$ cat src/rtl/norm_arbiter_if.sv
// Handshake and datapath bundle between two requesting lanes, the shared
// normalizer and the result consumer of norm_arbiter.
interface norm_arbiter_if #(
   parameter int EXP_W = 10,
   parameter int TAG_W = 4
);
   logic             req0_valid;
   logic             req0_ready;
   logic [49:0]      req0_m;
   logic [EXP_W-1:0] req0_exp;
   logic [TAG_W-1:0] req0_tag;

   logic             req1_valid;
   logic             req1_ready;
   logic [49:0]      req1_m;
   logic [EXP_W-1:0] req1_exp;
   logic [TAG_W-1:0] req1_tag;

   logic [49:0]      norm_m_in;
   logic [26:0]      norm_m_out;
   logic [5:0]       norm_zero_cnt;
   logic             norm_en;

   logic             out_valid;
   logic             out_ready;
   logic [26:0]      out_m;
   logic [EXP_W-1:0] out_exp;
   logic             out_src;
   logic [TAG_W-1:0] out_tag;
   logic             out_zero;

   modport slave (
      input  req0_valid, req0_m, req0_exp, req0_tag,
      input  req1_valid, req1_m, req1_exp, req1_tag,
      output req0_ready, req1_ready,
      output norm_m_in,
      input  norm_m_out, norm_zero_cnt, norm_en,
      output out_valid, out_m, out_exp, out_src, out_tag, out_zero,
      input  out_ready
   );

   modport master (
      output req0_valid, req0_m, req0_exp, req0_tag,
      output req1_valid, req1_m, req1_exp, req1_tag,
      input  req0_ready, req1_ready,
      input  norm_m_in,
      output norm_m_out, norm_zero_cnt, norm_en,
      input  out_valid, out_m, out_exp, out_src, out_tag, out_zero,
      output out_ready
   );
endinterface

$ cat src/rtl/norm_arbiter.sv
// Two-lane round-robin arbiter feeding a shared mantissa normalizer, with an
// operand stage (A) and a result stage (B) under valid/ready flow control.
module norm_arbiter #(
   parameter int EXP_W = 10,
   parameter int TAG_W = 4
) (
   input logic          clk,
   input logic          rst,
   norm_arbiter_if.slave bus
);

   logic             vld_p0;
   logic [49:0]      m_p0;
   logic [EXP_W-1:0] exp_p0;
   logic [TAG_W-1:0] tag_p0;
   logic             src_p0;

   logic             vld_p1;
   logic [26:0]      m_p1;
   logic [EXP_W-1:0] exp_p1;
   logic [TAG_W-1:0] tag_p1;
   logic             src_p1;
   logic             zero_p1;

   logic last_grant;
   logic grant;
   logic b_load;
   logic a_free;
   logic hs;

   function automatic logic [EXP_W-1:0] adj_exp(input logic [EXP_W-1:0] e,
                                                 input logic [5:0]       cnt,
                                                 input logic             right);
      logic [EXP_W-1:0] c;
      c = EXP_W'(cnt);
      return right ? (e + c) : (e - c);
   endfunction

   always_comb begin
      grant = 1'b0;
      if (bus.req0_valid && bus.req1_valid) grant = ~last_grant;
      else if (bus.req1_valid)              grant = 1'b1;
   end

   assign b_load = !vld_p1 || bus.out_ready;
   assign a_free = !vld_p0 || b_load;

   // Ready is held low throughout reset, not just after the first edge.
   assign bus.req0_ready = !rst && a_free && bus.req0_valid && !grant;
   assign bus.req1_ready = !rst && a_free && bus.req1_valid &&  grant;
   assign hs             = bus.req0_ready || bus.req1_ready;

   // Stage A: operand capture
   always_ff @(posedge clk or posedge rst) begin
      if (rst) begin
         vld_p0     <= 1'b0;
         m_p0       <= '0;
         exp_p0     <= '0;
         tag_p0     <= '0;
         src_p0     <= 1'b0;
         last_grant <= 1'b1;
      end else if (hs) begin
         vld_p0     <= 1'b1;
         m_p0       <= grant ? bus.req1_m   : bus.req0_m;
         exp_p0     <= grant ? bus.req1_exp : bus.req0_exp;
         tag_p0     <= grant ? bus.req1_tag : bus.req0_tag;
         src_p0     <= grant;
         last_grant <= grant;
      end else if (b_load) begin
         vld_p0     <= 1'b0;
      end
   end

   assign bus.norm_m_in = m_p0;

   // Stage B: normalized result
   always_ff @(posedge clk or posedge rst) begin
      if (rst) begin
         vld_p1  <= 1'b0;
         m_p1    <= '0;
         exp_p1  <= '0;
         tag_p1  <= '0;
         src_p1  <= 1'b0;
         zero_p1 <= 1'b0;
      end else if (b_load) begin
         vld_p1 <= vld_p0;
         if (vld_p0) begin
            tag_p1 <= tag_p0;
            src_p1 <= src_p0;
            if (m_p0 == '0) begin
               m_p1    <= '0;
               exp_p1  <= '0;
               zero_p1 <= 1'b1;
            end else begin
               m_p1    <= bus.norm_m_out;
               exp_p1  <= adj_exp(exp_p0, bus.norm_zero_cnt, bus.norm_en);
               zero_p1 <= 1'b0;
            end
         end
      end
   end

   assign bus.out_valid = vld_p1;
   assign bus.out_m     = m_p1;
   assign bus.out_exp   = exp_p1;
   assign bus.out_src   = src_p1;
   assign bus.out_tag   = tag_p1;
   assign bus.out_zero  = zero_p1;

endmodule

$ cat src/flat_wrapper.sv
// flat-port wrapper written by rule: the top's interface ports become plain ports
module norm_arbiter_flat 
#(
   parameter int EXP_W = 10,
   parameter int TAG_W = 4
)
  (clk, rst, bus_req0_valid, bus_req0_m, bus_req0_exp, bus_req0_tag, bus_req1_valid, bus_req1_m, bus_req1_exp, bus_req1_tag, bus_req0_ready, bus_req1_ready, bus_norm_m_in, bus_norm_m_out, bus_norm_zero_cnt, bus_norm_en, bus_out_valid, bus_out_m, bus_out_exp, bus_out_src, bus_out_tag, bus_out_zero, bus_out_ready);
  norm_arbiter_if #(.EXP_W(EXP_W), .TAG_W(TAG_W)) bus_i ();
  input logic clk;
  input logic rst;
  input wire logic [$bits(bus_i.req0_valid)-1:0] bus_req0_valid;
  input wire logic [$bits(bus_i.req0_m)-1:0] bus_req0_m;
  input wire logic [$bits(bus_i.req0_exp)-1:0] bus_req0_exp;
  input wire logic [$bits(bus_i.req0_tag)-1:0] bus_req0_tag;
  input wire logic [$bits(bus_i.req1_valid)-1:0] bus_req1_valid;
  input wire logic [$bits(bus_i.req1_m)-1:0] bus_req1_m;
  input wire logic [$bits(bus_i.req1_exp)-1:0] bus_req1_exp;
  input wire logic [$bits(bus_i.req1_tag)-1:0] bus_req1_tag;
  output wire logic [$bits(bus_i.req0_ready)-1:0] bus_req0_ready;
  output wire logic [$bits(bus_i.req1_ready)-1:0] bus_req1_ready;
  output wire logic [$bits(bus_i.norm_m_in)-1:0] bus_norm_m_in;
  input wire logic [$bits(bus_i.norm_m_out)-1:0] bus_norm_m_out;
  input wire logic [$bits(bus_i.norm_zero_cnt)-1:0] bus_norm_zero_cnt;
  input wire logic [$bits(bus_i.norm_en)-1:0] bus_norm_en;
  output wire logic [$bits(bus_i.out_valid)-1:0] bus_out_valid;
  output wire logic [$bits(bus_i.out_m)-1:0] bus_out_m;
  output wire logic [$bits(bus_i.out_exp)-1:0] bus_out_exp;
  output wire logic [$bits(bus_i.out_src)-1:0] bus_out_src;
  output wire logic [$bits(bus_i.out_tag)-1:0] bus_out_tag;
  output wire logic [$bits(bus_i.out_zero)-1:0] bus_out_zero;
  input wire logic [$bits(bus_i.out_ready)-1:0] bus_out_ready;
  assign bus_i.req0_valid = bus_req0_valid;
  assign bus_i.req0_m = bus_req0_m;
  assign bus_i.req0_exp = bus_req0_exp;
  assign bus_i.req0_tag = bus_req0_tag;
  assign bus_i.req1_valid = bus_req1_valid;
  assign bus_i.req1_m = bus_req1_m;
  assign bus_i.req1_exp = bus_req1_exp;
  assign bus_i.req1_tag = bus_req1_tag;
  assign bus_req0_ready = bus_i.req0_ready;
  assign bus_req1_ready = bus_i.req1_ready;
  assign bus_norm_m_in = bus_i.norm_m_in;
  assign bus_i.norm_m_out = bus_norm_m_out;
  assign bus_i.norm_zero_cnt = bus_norm_zero_cnt;
  assign bus_i.norm_en = bus_norm_en;
  assign bus_out_valid = bus_i.out_valid;
  assign bus_out_m = bus_i.out_m;
  assign bus_out_exp = bus_i.out_exp;
  assign bus_out_src = bus_i.out_src;
  assign bus_out_tag = bus_i.out_tag;
  assign bus_out_zero = bus_i.out_zero;
  assign bus_i.out_ready = bus_out_ready;
  norm_arbiter #(.EXP_W(EXP_W), .TAG_W(TAG_W)) u_core (.clk(clk), .rst(rst), .bus(bus_i));
endmodule
$ cat config.mk
export PLATFORM = sky130hd
export DESIGN_NAME = norm_arbiter_flat
export DESIGN_NICKNAME = d
export VERILOG_FILES = /design/src/rtl/norm_arbiter_if.sv /design/src/rtl/norm_arbiter.sv /design/src/flat_wrapper.sv
export SDC_FILE = /design/constraint.sdc
export NUM_CORES = 1
export LEC_CHECK = 0
export CORE_ASPECT_RATIO = 0.75
export CORE_MARGIN = 4
export CORE_UTILIZATION = 40
export CTS_CLUSTER_SIZE = 28
export DETAILED_ROUTE_END_ITERATION = 12
export DONT_BUFFER_PORTS = 1
export PLACE_DENSITY = 0.59
export RECOVER_POWER = 25
export SYNTH_ARGS = -nofsm -noshare
export SYNTH_HDL_FRONTEND = slang
export SYNTH_SLANG_ARGS = --single-unit
$ cat constraint.sdc
create_clock -name clk -period 11 [get_ports clk]
set_clock_uncertainty 0.1 [all_clocks]
set_input_delay 3.3 -clock clk [delete_from_list [all_inputs] [get_ports clk]]
set_output_delay 3.3 -clock clk [all_outputs]
set_load 0.01 [all_outputs]
==> results of run 1 <==
## cell usage after synthesis, drive strengths merged (2+ instances only)
cell | number | area [sq um]
a32o | 2 | 20.0
ha | 11 | 138
xor2 | 4 | 35.0
dfrtp | 110 | 2750
a22o | 34 | 298
clkbuf | 7 | 26.3
a31oi | 3 | 18.8
o21ai | 4 | 20.0
nor3 | 4 | 20.0
a21oi | 73 | 365
and2 | 2 | 12.5
mux2 | 6 | 67.6
mux2i | 64 | 641
nand2b | 3 | 18.8
inv | 12 | 45.0
nand4 | 2 | 12.5
nand2 | 8 | 30.0
a21o | 3 | 22.5
nor2 | 75 | 284
buf | 22 | 129
xnor2 | 7 | 61.3
nand3 | 2 | 10.0
nor4 | 13 | 87.6
## registers in the layout (all words and copies together), names as in the netlist
name / count
u_core.bus.norm_m_in: 50
u_core.bus.out_m: 27
u_core.bus.out_exp: 10
u_core.exp_p0: 10
u_core.bus.out_tag: 4
u_core.tag_p0: 4
u_core.bus.out_src: 1
u_core.bus.out_valid: 1
u_core.bus.out_zero: 1
u_core.last_grant: 1
u_core.src_p0: 1
u_core.vld_p0: 1
## cells by family after synthesis
logic type,Yosys count,share of synthesized area
and+or+nand+nor,112,0.0945
DFF,111,0.529
muxes,70,0.135
xor gates and xnor gates,11,0.0183
buffers and inverters,41,0.0381
AOI/OAI and AO/OA,128,0.155
adders and majority gates,12,0.0300
## layout make-up
| class | instances | area, sq um | share of cell area |
|---|---|---|---|
| sequential | 111 | 2780 | 0.491 |
| multi-input combinational | 333 | 2280 | 0.402 |
| clock buffer | 9 | 225 | 0.0398 |
| tap | 166 | 208 | 0.0367 |
| clock inverter | 7 | 86.3 | 0.0153 |
| inverter | 12 | 46.3 | 0.00818 |
| timing repair buffer | 5 | 37.5 | 0.00663 |
## worst max-delay path, delay by kind of cell
kind                   cells  cell delay (ns)
AO/OA/AOI/OAI              1             1.22
buffers and inverters      1             0.87
AND/OR/NAND/NOR            1             0.21
## where the power goes
part	internal (mW)	total (mW)	switching [mW]
clock network	0.182	0.336	0.154
registers	0.506	0.635	0.129
logic	0.114	0.239	0.125
total	0.803	1.21	0.408
## worst max path at each step
stage / end / startpoint / cells after the start
global route: bus_req0_ready / bus_req1_valid / 3
finish: bus_req0_ready / bus_req1_valid / 3
floorplan: bus_req0_ready / bus_req1_valid / 4
global placement: bus_req0_ready / bus_req1_valid / 3
CTS: bus_req0_ready / bus_req1_valid / 3
detailed placement: bus_req0_ready / bus_req1_valid / 3
## metrics by stage
stage	util	setup slack (ns)	cell area, sq um	total power, mW	instances
after floorplan	-	3.51	5260	0.816	485
after global placement	0.427	2.91	5370	0.877	627
after detailed placement	0.427	2.86	5370	0.886	627
after CTS	0.452	2.86	5680	1.23	643
after global routing	0.450	1.70	5660	1.29	643
final	0.450	1.93	5660	1.21	643
## metal layers
| metal | GRT usage | wire length [um] | vias up |
|---|---|---|---|
| li1 | - | - | 1714 |
| met1 | 0.222 | 5440 | 1743 |
| met2 | 0.268 | 6370 | 148 |
| met3 | 0.0506 | 1050 | 15 |
| met4 | 0.0429 | 157 | 0 |
| met5 | 0 | 0 | - |
==> flow_summary_export.csv, run 1 <==
group,metric,value,unit
synthesis,synthArstFlopShare,1.00,
clocking,clockRootBuffer,"clkbuf_16",
grt,grt_max_degree,85,
floorplanning,initial_core_util,0.418,
final_layout,layout_commonest_cell,"dfrtp_1",
synthesis,synth.distinct_cells,40,
power,powerDensity,214,nW/um^2
clocking,cts_max_path_buffers,2,
clocking,post_cts_buffers,0,
power,p_leak,2.44,nW
routing,num_vias,3620,
critical_path,r2r_slack,7.67,ns
clocking,cts_buffers,9,
hold_path,hp-class,"reg -> reg",
floorplanning,die_h,107,um
grt,antenna_found_initial,0,
routing,routed_wl,13000,um
synthesis,syn_avg_cell_area,10.8,sq um
hold_path,holdPathStages,1,
final_layout,drive_above_1_share,0.0650,
sta,drv_slew,119,
clocking,htree_num_levels,3,
outcome,status,"complete, but fails checks",
sta,min_period_over_period,0.824,
place,gp_congestion,0.868,
final_layout,num_antenna_cells,0,
critical_path,critical_path.endpoint_type,"output pin",
flow_run,maxCapViolCount,3,
critical_path,cp_max_fo,58,
critical_path,r2r-start,"u_core.bus.out_valid",
synthesis,yosys_warnings,0,
critical_path,critPathRequiredTime,7.60,ns
clocking,path_clk_slew,0.07,ns
sta,clock.fmax,110,MHz
sta,maxSlewHeadroom,-0.762,
critical_path,crit_path_start_kind,"input port",
routing,drt_iter0_markers,226,
routing,antenna_left,0,
sta,setup-tns-final,0,ns
place,io_buffers,0,
hold_path,min_from,"u_core.src_p0",
sta,worst_hold_slack,0.390,ns
sta,setup_viol,0,
final_layout,layout.nets,651,
grt,grt_use_total,0.167,
clocking,clk_latency,0.34,ns
power,irDropWorstVdd,0.0925,mV
floorplanning,core-area,12600,sq um
final_layout,final_cell_mix,"dfrtp_1 (110), nor2_1 (74), a21oi_1 (73), mux2i_1 (64), a22o_1 (34)",
clocking,holdBufCountCts,0,
floorplanning,die_w,140,um
hold_path,holdPathEnd,"u_core.src_p0",
critical_path,max_stage_delay,1.22,ns
floorplanning,ios,263,
synthesis,syn_nets,664,
place,dp_hpwl,9820,um
critical_path,r2r_cells,6,
routing,vias_per_cell,5.63,
routing,drc,0,
critical_path,cpMaxStageDelayCell,"a21boi_0",
floorplanning,die_area,15100,sq um
final_layout,areaGrowthSynthToFinish,7.67,%
sta,timing_hold_violations_final,0,
synthesis,netlist_area,5260,sq um
sta,period_needed,9.07,ns
routing,dr.pass1.iters,5,
critical_path,r2r_end,"u_core.bus.norm_m_in[38]",
critical_path,crit_chain,"a21boi_0, buf_4, nor2_1",
critical_path,crit_type,"in -> out",
clocking,cts_tree,"yes",
clocking,post_cts_resized,0,
grt,grt_pass1_vias,3611,
synthesis,synth-seq-cells,111,
synthesis,yosysSeqAreaShare,0.529,
final_layout,fillers,1171,
synthesis,synth_cells,485,
outcome,failed_checks,"capacitance limit, slew limit",
clocking,clock-sinks,111,
grt,gr-total-overflow,0,
critical_path,crit_arrival,5.67,ns
synthesis,synth-main-ff-cell,"dfrtp_1",
grt,grt_pass1_wl,20200,um
routing,routedWlPerCell,20.2,um
synthesis,synth_edf_count,0,
floorplanning,rows,35,
sta,rsz0062_at_grt,"no",
sta,worst_pin_slew,2.63,ns
Note: power is estimated with default switching activity, not from simulation.
==> run 2, diff against run 1 <==
- clock period: 11 -> 9.3 ns (I/O delays scaled with it)
==> flow_summary_export.csv, run 2 (synthesized netlist as in run 1, its figures left out) <==
group,metric,value,unit
critical_path,r2r_end,"u_core.bus.norm_m_in[28]",
routing,routedWlPerCell,20.6,um
sta,rsz0062_at_grt,"no",
critical_path,crit_chain,"a21boi_0, and2_1",
critical_path,max_stage_delay,1.36,ns
place,dp_hpwl,9970,um
final_layout,areaGrowthSynthToFinish,7.40,%
sta,setup-tns-final,0,ns
final_layout,fillers,1171,
critical_path,critical_path.endpoint_type,"output pin",
routing,wl_met1,5580,um
routing,top_layer_used,"met4",
clocking,holdBufCountCts,0,
final_layout,regArea,2780,sq um
routing,dr_wl_met3,1000,um
hold_path,holdPathEnd,"u_core.last_grant",
floorplanning,die_h,107,um
routing,routed_wl,13200,um
clocking,clock-sinks,111,
power,seqPwrFrac,0.529,
routing,drc,0,
final_layout,layout_commonest_cell,"dfrtp_1",
clocking,cts_tree,"yes",
final_layout,drive_above_1_share,0.0650,
hold_path,min_from,"u_core.last_grant",
clocking,clk_latency,0.35,ns
final_layout,num_antenna_cells,0,
routing,antenna_left,0,
critical_path,crit_buf_inv,0,
outcome,status,"complete, but fails checks",
place,dp.cells,627,
sta,period_needed,7.41,ns
grt,grt_max_degree,91,
clocking,post_cts_resized,0,
critical_path,cp_max_fo,10,
clocking,cts_max_path_buffers,2,
floorplanning,core-area,12600,sq um
floorplanning,initial_core_util,0.418,
outcome,failed_checks,"capacitance limit, slew limit",
clocking,htree_num_levels,3,
power,power_switching,0.496,mW
routing,dr.pass1.iters,5,
power,p_leak,2.43,nW
place,gp_congestion,0.847,
final_layout,final_cell_mix,"dfrtp_1 (110), nor2_1 (74), a21oi_1 (73), mux2i_1 (64), a22o_1 (34)",
final_layout,largest_register_ff_count,50,
grt,grt_use_total,0.169,
floorplanning,die_area,15100,sq um
floorplanning,ios,263,
critical_path,r2r_slack,5.86,ns
routing,drt_iter0_markers,228,
routing,wl_met2,6500,um
final_layout,layout.nets,651,
hold_path,holdPathStages,2,
routing,vias_per_cell,5.69,
sta,clock.fmax,135,MHz
flow_run,maxCapViolCount,2,
place,io_buffers,0,
floorplanning,die_w,140,um
grt,gr-total-overflow,0,
sta,maxSlewHeadroom,-0.516,
grt,antenna_found_initial,0,
critical_path,cpMaxStageDelayCell,"a21boi_0",
grt,grt_pass1_vias,3727,
critical_path,crit_family,"compound AO/OA/AOI/OAI gates",
routing,num_vias,3656,
sta,worst_hold_slack,0.404,ns
critical_path,crit_type,"in -> out",
sta,drv_slew,64,
final_layout,final_cells,643,
power,pwr-share-comb,0.201,
critical_path,r2r_cells,4,
power,clockPowerShare,0.270,
clocking,cts_buffers,9,
clocking,path_clk_slew,0.09,ns
power,powerDensity,252,nW/um^2
clocking,clockRootBuffer,"clkbuf_16",
sta,setup_viol,0,
power,p_total,1.42,mW
sta,timing_hold_violations_final,0,
critical_path,critPathRequiredTime,6.41,ns
final_layout,multi_input_area,2280,sq um
critical_path,crit_arrival,4.52,ns
critical_path,crit_path_start_kind,"input port",
hold_path,hp-class,"reg -> reg",
grt,grt_pass1_wl,20300,um
power,irDropWorstVdd,0.107,mV
sta,postLayoutSetupSlackWorst,1.89,ns
power,switching_share,0.349,
power,power.internal,0.924,mW
floorplanning,rows,35,
clocking,post_cts_buffers,0,
sta,worst_pin_slew,2.26,ns
critical_path,r2r-start,"u_core.last_grant",
place,pre_cts_ws,2.92,ns
sta,min_period_over_period,0.796,
-- run 2: changes by cell type in the layout (fill, tap and decap cells not counted), sizes merged --
cell / previous run / this run
clkinv: 2 / 1
inv: 15 / 16
clkinvlp: 1 / 2
bufinv: 1 / 0
-- run 2: worst reg2reg max path: stages (launching register included) --
cell	delay, ns
dfstp_2	0.38
a21boi_0	1.36
buf_4	0.89
mux2i_1	0.44
a21oi_1	0.12
-- run 2: final cells by class --
cell class	instances	share of cell area
clock buffers	9	0.0399
clock inverters	7	0.0129
inverters	12	0.00820
multi-input cells	333	0.403
flip-flops and latches	111	0.492
well taps	166	0.0368
repair buffers	5	0.00665
-- run 2: metrics by stage --
| stage | area [sq um] | util |
|---|---|---|
| 2_1_floorplan | 5260 | - |
| 3_3_place_gp | 5370 | 0.427 |
| 3_5_place_dp | 5370 | 0.427 |
| 4_1_cts | 5660 | 0.451 |
| 5_1_grt | 5640 | 0.449 |
| 6_report | 5640 | 0.449 |
-- run 2: worst max path at each step --
| stage | to | startpoint | cells after the start |
|---|---|---|---|
| floorplan | bus_req0_ready | bus_req1_valid | 4 |
| CTS | bus_req1_ready | bus_req1_valid | 2 |
| detailed placement | bus_req1_ready | bus_req1_valid | 2 |
| global route | bus_req1_ready | bus_req1_valid | 2 |
| finish | bus_req1_ready | bus_req1_valid | 2 |
| global placement | bus_req1_ready | bus_req1_valid | 2 |
-- run 2: power by group through the flow --
stage               logic (mW)  registers, mW  clock network (mW)
finish                   0.286          0.752               0.384
global placement         0.276          0.763                   0
CTS                      0.289          0.756               0.394
global route             0.324          0.767               0.419
floorplan                0.243          0.722                   0
detailed placement       0.287          0.764                   0
-- run 2: per-layer routing --
layer | global-route usage | vias up
li1 | - | 1722
met1 | 0.221 | 1783
met2 | 0.277 | 141
met3 | 0.0524 | 10
met4 | 0.0394 | 0
met5 | 0 | -
==> run 3, diff against run 2 <==
- PLACE_DENSITY: 0.59 -> 0.61
- clock period: 9.3 -> 6.6 ns (I/O delays scaled with it)
==> flow_summary_export.csv, run 3 (synthesized netlist as in run 1, its figures left out) <==
group,metric,value,unit
sta,min_period_over_period,0.717,
sta,maxSlewHeadroom,-0.777,
clocking,htree_num_levels,3,
clocking,clk_latency,0.34,ns
routing,antenna_left,0,
final_layout,layout_commonest_cell,"dfrtp_1",
sta,timing_hold_violations_final,0,
power,powerDensity,351,nW/um^2
clocking,cts_tree,"yes",
sta,clock.fmax,211,MHz
place,io_buffers,0,
hold_path,holdPathStages,1,
power,switching_share,0.346,
final_layout,fillers,1145,
sta,drv_slew,63,
power,power_switching,0.689,mW
power,clockPowerShare,0.269,
critical_path,crit_path_start_kind,"input port",
place,place_area,5370,sq um
outcome,status,"complete, but fails checks",
clocking,clock-sinks,111,
power,irDropWorstVdd,0.134,mV
critical_path,crit_type,"in -> out",
flow_run,maxCapViolCount,1,
outcome,failed_checks,"capacitance limit, slew limit",
grt,grt_use_total,0.164,
power,seqPwrFrac,0.531,
sta,worst_pin_slew,2.65,ns
floorplanning,die_w,140,um
power,power.internal,1.30,mW
sta,period_needed,4.73,ns
clocking,path_clk_slew,0.08,ns
sta,setup-tns-final,0,ns
critical_path,r2r_slack,4.02,ns
final_layout,drive_above_1_share,0.0692,
hold_path,hp-class,"reg -> reg",
critical_path,crit_arrival,2.65,ns
floorplanning,die_area,15100,sq um
power,p_leak,2.44,nW
clocking,cts_max_path_buffers,2,
grt,grt_pass1_wl,19600,um
final_layout,final_cell_mix,"dfrtp_1 (110), nor2_1 (74), a21oi_1 (73), mux2i_1 (64), a22o_1 (34)",
floorplanning,core-area,12600,sq um
floorplanning,rows,35,
routing,dr.pass1.iters,4,
final_layout,layout.nets,651,
floorplanning,ios,263,
hold_path,min_from,"u_core.src_p0",
routing,routedWlPerCell,20.1,um
clocking,post_cts_buffers,0,
clocking,clockRootBuffer,"clkbuf_16",
final_layout,final_cells,643,
critical_path,r2r_end,"u_core.bus.norm_m_in[32]",
floorplanning,initial_core_util,0.418,
final_layout,largest_register_ff_count,50,
grt,antenna_found_initial,0,
clocking,holdBufCountCts,0,
grt,grt_pass1_vias,3463,
hold_path,holdPathEnd,"u_core.src_p0",
grt,grt_max_degree,77,
floorplanning,die_h,107,um
sta,setup_viol,0,
place,dp.cells,627,
critical_path,cp_max_fo,4,
final_layout,areaGrowthSynthToFinish,7.90,%
routing,drt_iter0_markers,204,
place,dp_hpwl,9880,um
critical_path,critPathRequiredTime,4.52,ns
clocking,cts_buffers,9,
clocking,post_cts_resized,0,
routing,drc,0,
final_layout,final_area,5670,sq um
sta,rsz0062_at_grt,"no",
sta,worst_hold_slack,0.381,ns
grt,gr-total-overflow,0,
place,gp_congestion,0.835,
critical_path,r2r-start,"u_core.bus.out_valid",
final_layout,num_antenna_cells,0,
routing,vias_per_cell,5.60,
critical_path,r2r_cells,6,
power,p_total,1.99,mW
routing,routed_wl,12900,um
routing,num_vias,3600,
power,pwr-share-comb,0.200,
critical_path,critical_path.endpoint_type,"output pin",
## run 3: layout make-up
| type | count | area, sq um | share of cell area |
|---|---|---|---|
| Multi-Input combinational cell | 333 | 2290 | 0.405 |
| Tap cell | 166 | 208 | 0.0366 |
| Clock buffer | 9 | 225 | 0.0397 |
| Inverter | 12 | 46.3 | 0.00816 |
| Clock inverter | 7 | 80.1 | 0.0141 |
| Timing Repair Buffer | 5 | 37.5 | 0.00662 |
| Sequential cell | 111 | 2780 | 0.490 |
## run 3: metal layers
layer | share of wire | global-route usage | wire (um)
met4 | 0.012 | 0.0373 | 153
met2 | 0.49 | 0.259 | 6370
met1 | 0.42 | 0.218 | 5490
met3 | 0.072 | 0.0564 | 935
met5 | 0 | 0 | 0
## run 3: worst max-delay path by stage
stage / start / end / cells after the start
3_5_place_dp: bus_req1_valid / bus_req1_ready / 2
5_1_grt: bus_out_ready / bus_req0_ready / 4
4_1_cts: bus_req1_valid / bus_req1_ready / 2
6_report: bus_out_ready / bus_req0_ready / 4
3_3_place_gp: bus_req1_valid / bus_req1_ready / 2
2_1_floorplan: rst / u_core.bus.norm_m_in[0] / 1
## run 3: power groups by stage
stage	sequential (mW)	clock, mW	combinational, mW
after floorplan	1.02	0	0.343
after global placement	1.07	0	0.389
after detailed placement	1.07	0	0.403
after CTS	1.06	0.557	0.405
after global routing	1.08	0.590	0.452
final	1.06	0.537	0.398
## run 3: through the flow
| step | utilization | worst slack [ns] |
|---|---|---|
| 3_5_place_dp | 0.427 | 1.85 |
| 5_1_grt | 0.451 | 1.72 |
| 4_1_cts | 0.451 | 1.84 |
| 2_1_floorplan | - | 1.59 |
| 3_3_place_gp | 0.427 | 1.87 |
| 6_report | 0.451 | 1.87 |
## run 3: critical path, cell delays in order
cell and delay, ns:
nor2b_1 0.04, a21oi_1 0.28, nand2_1 0.14, nor2_1 0.20
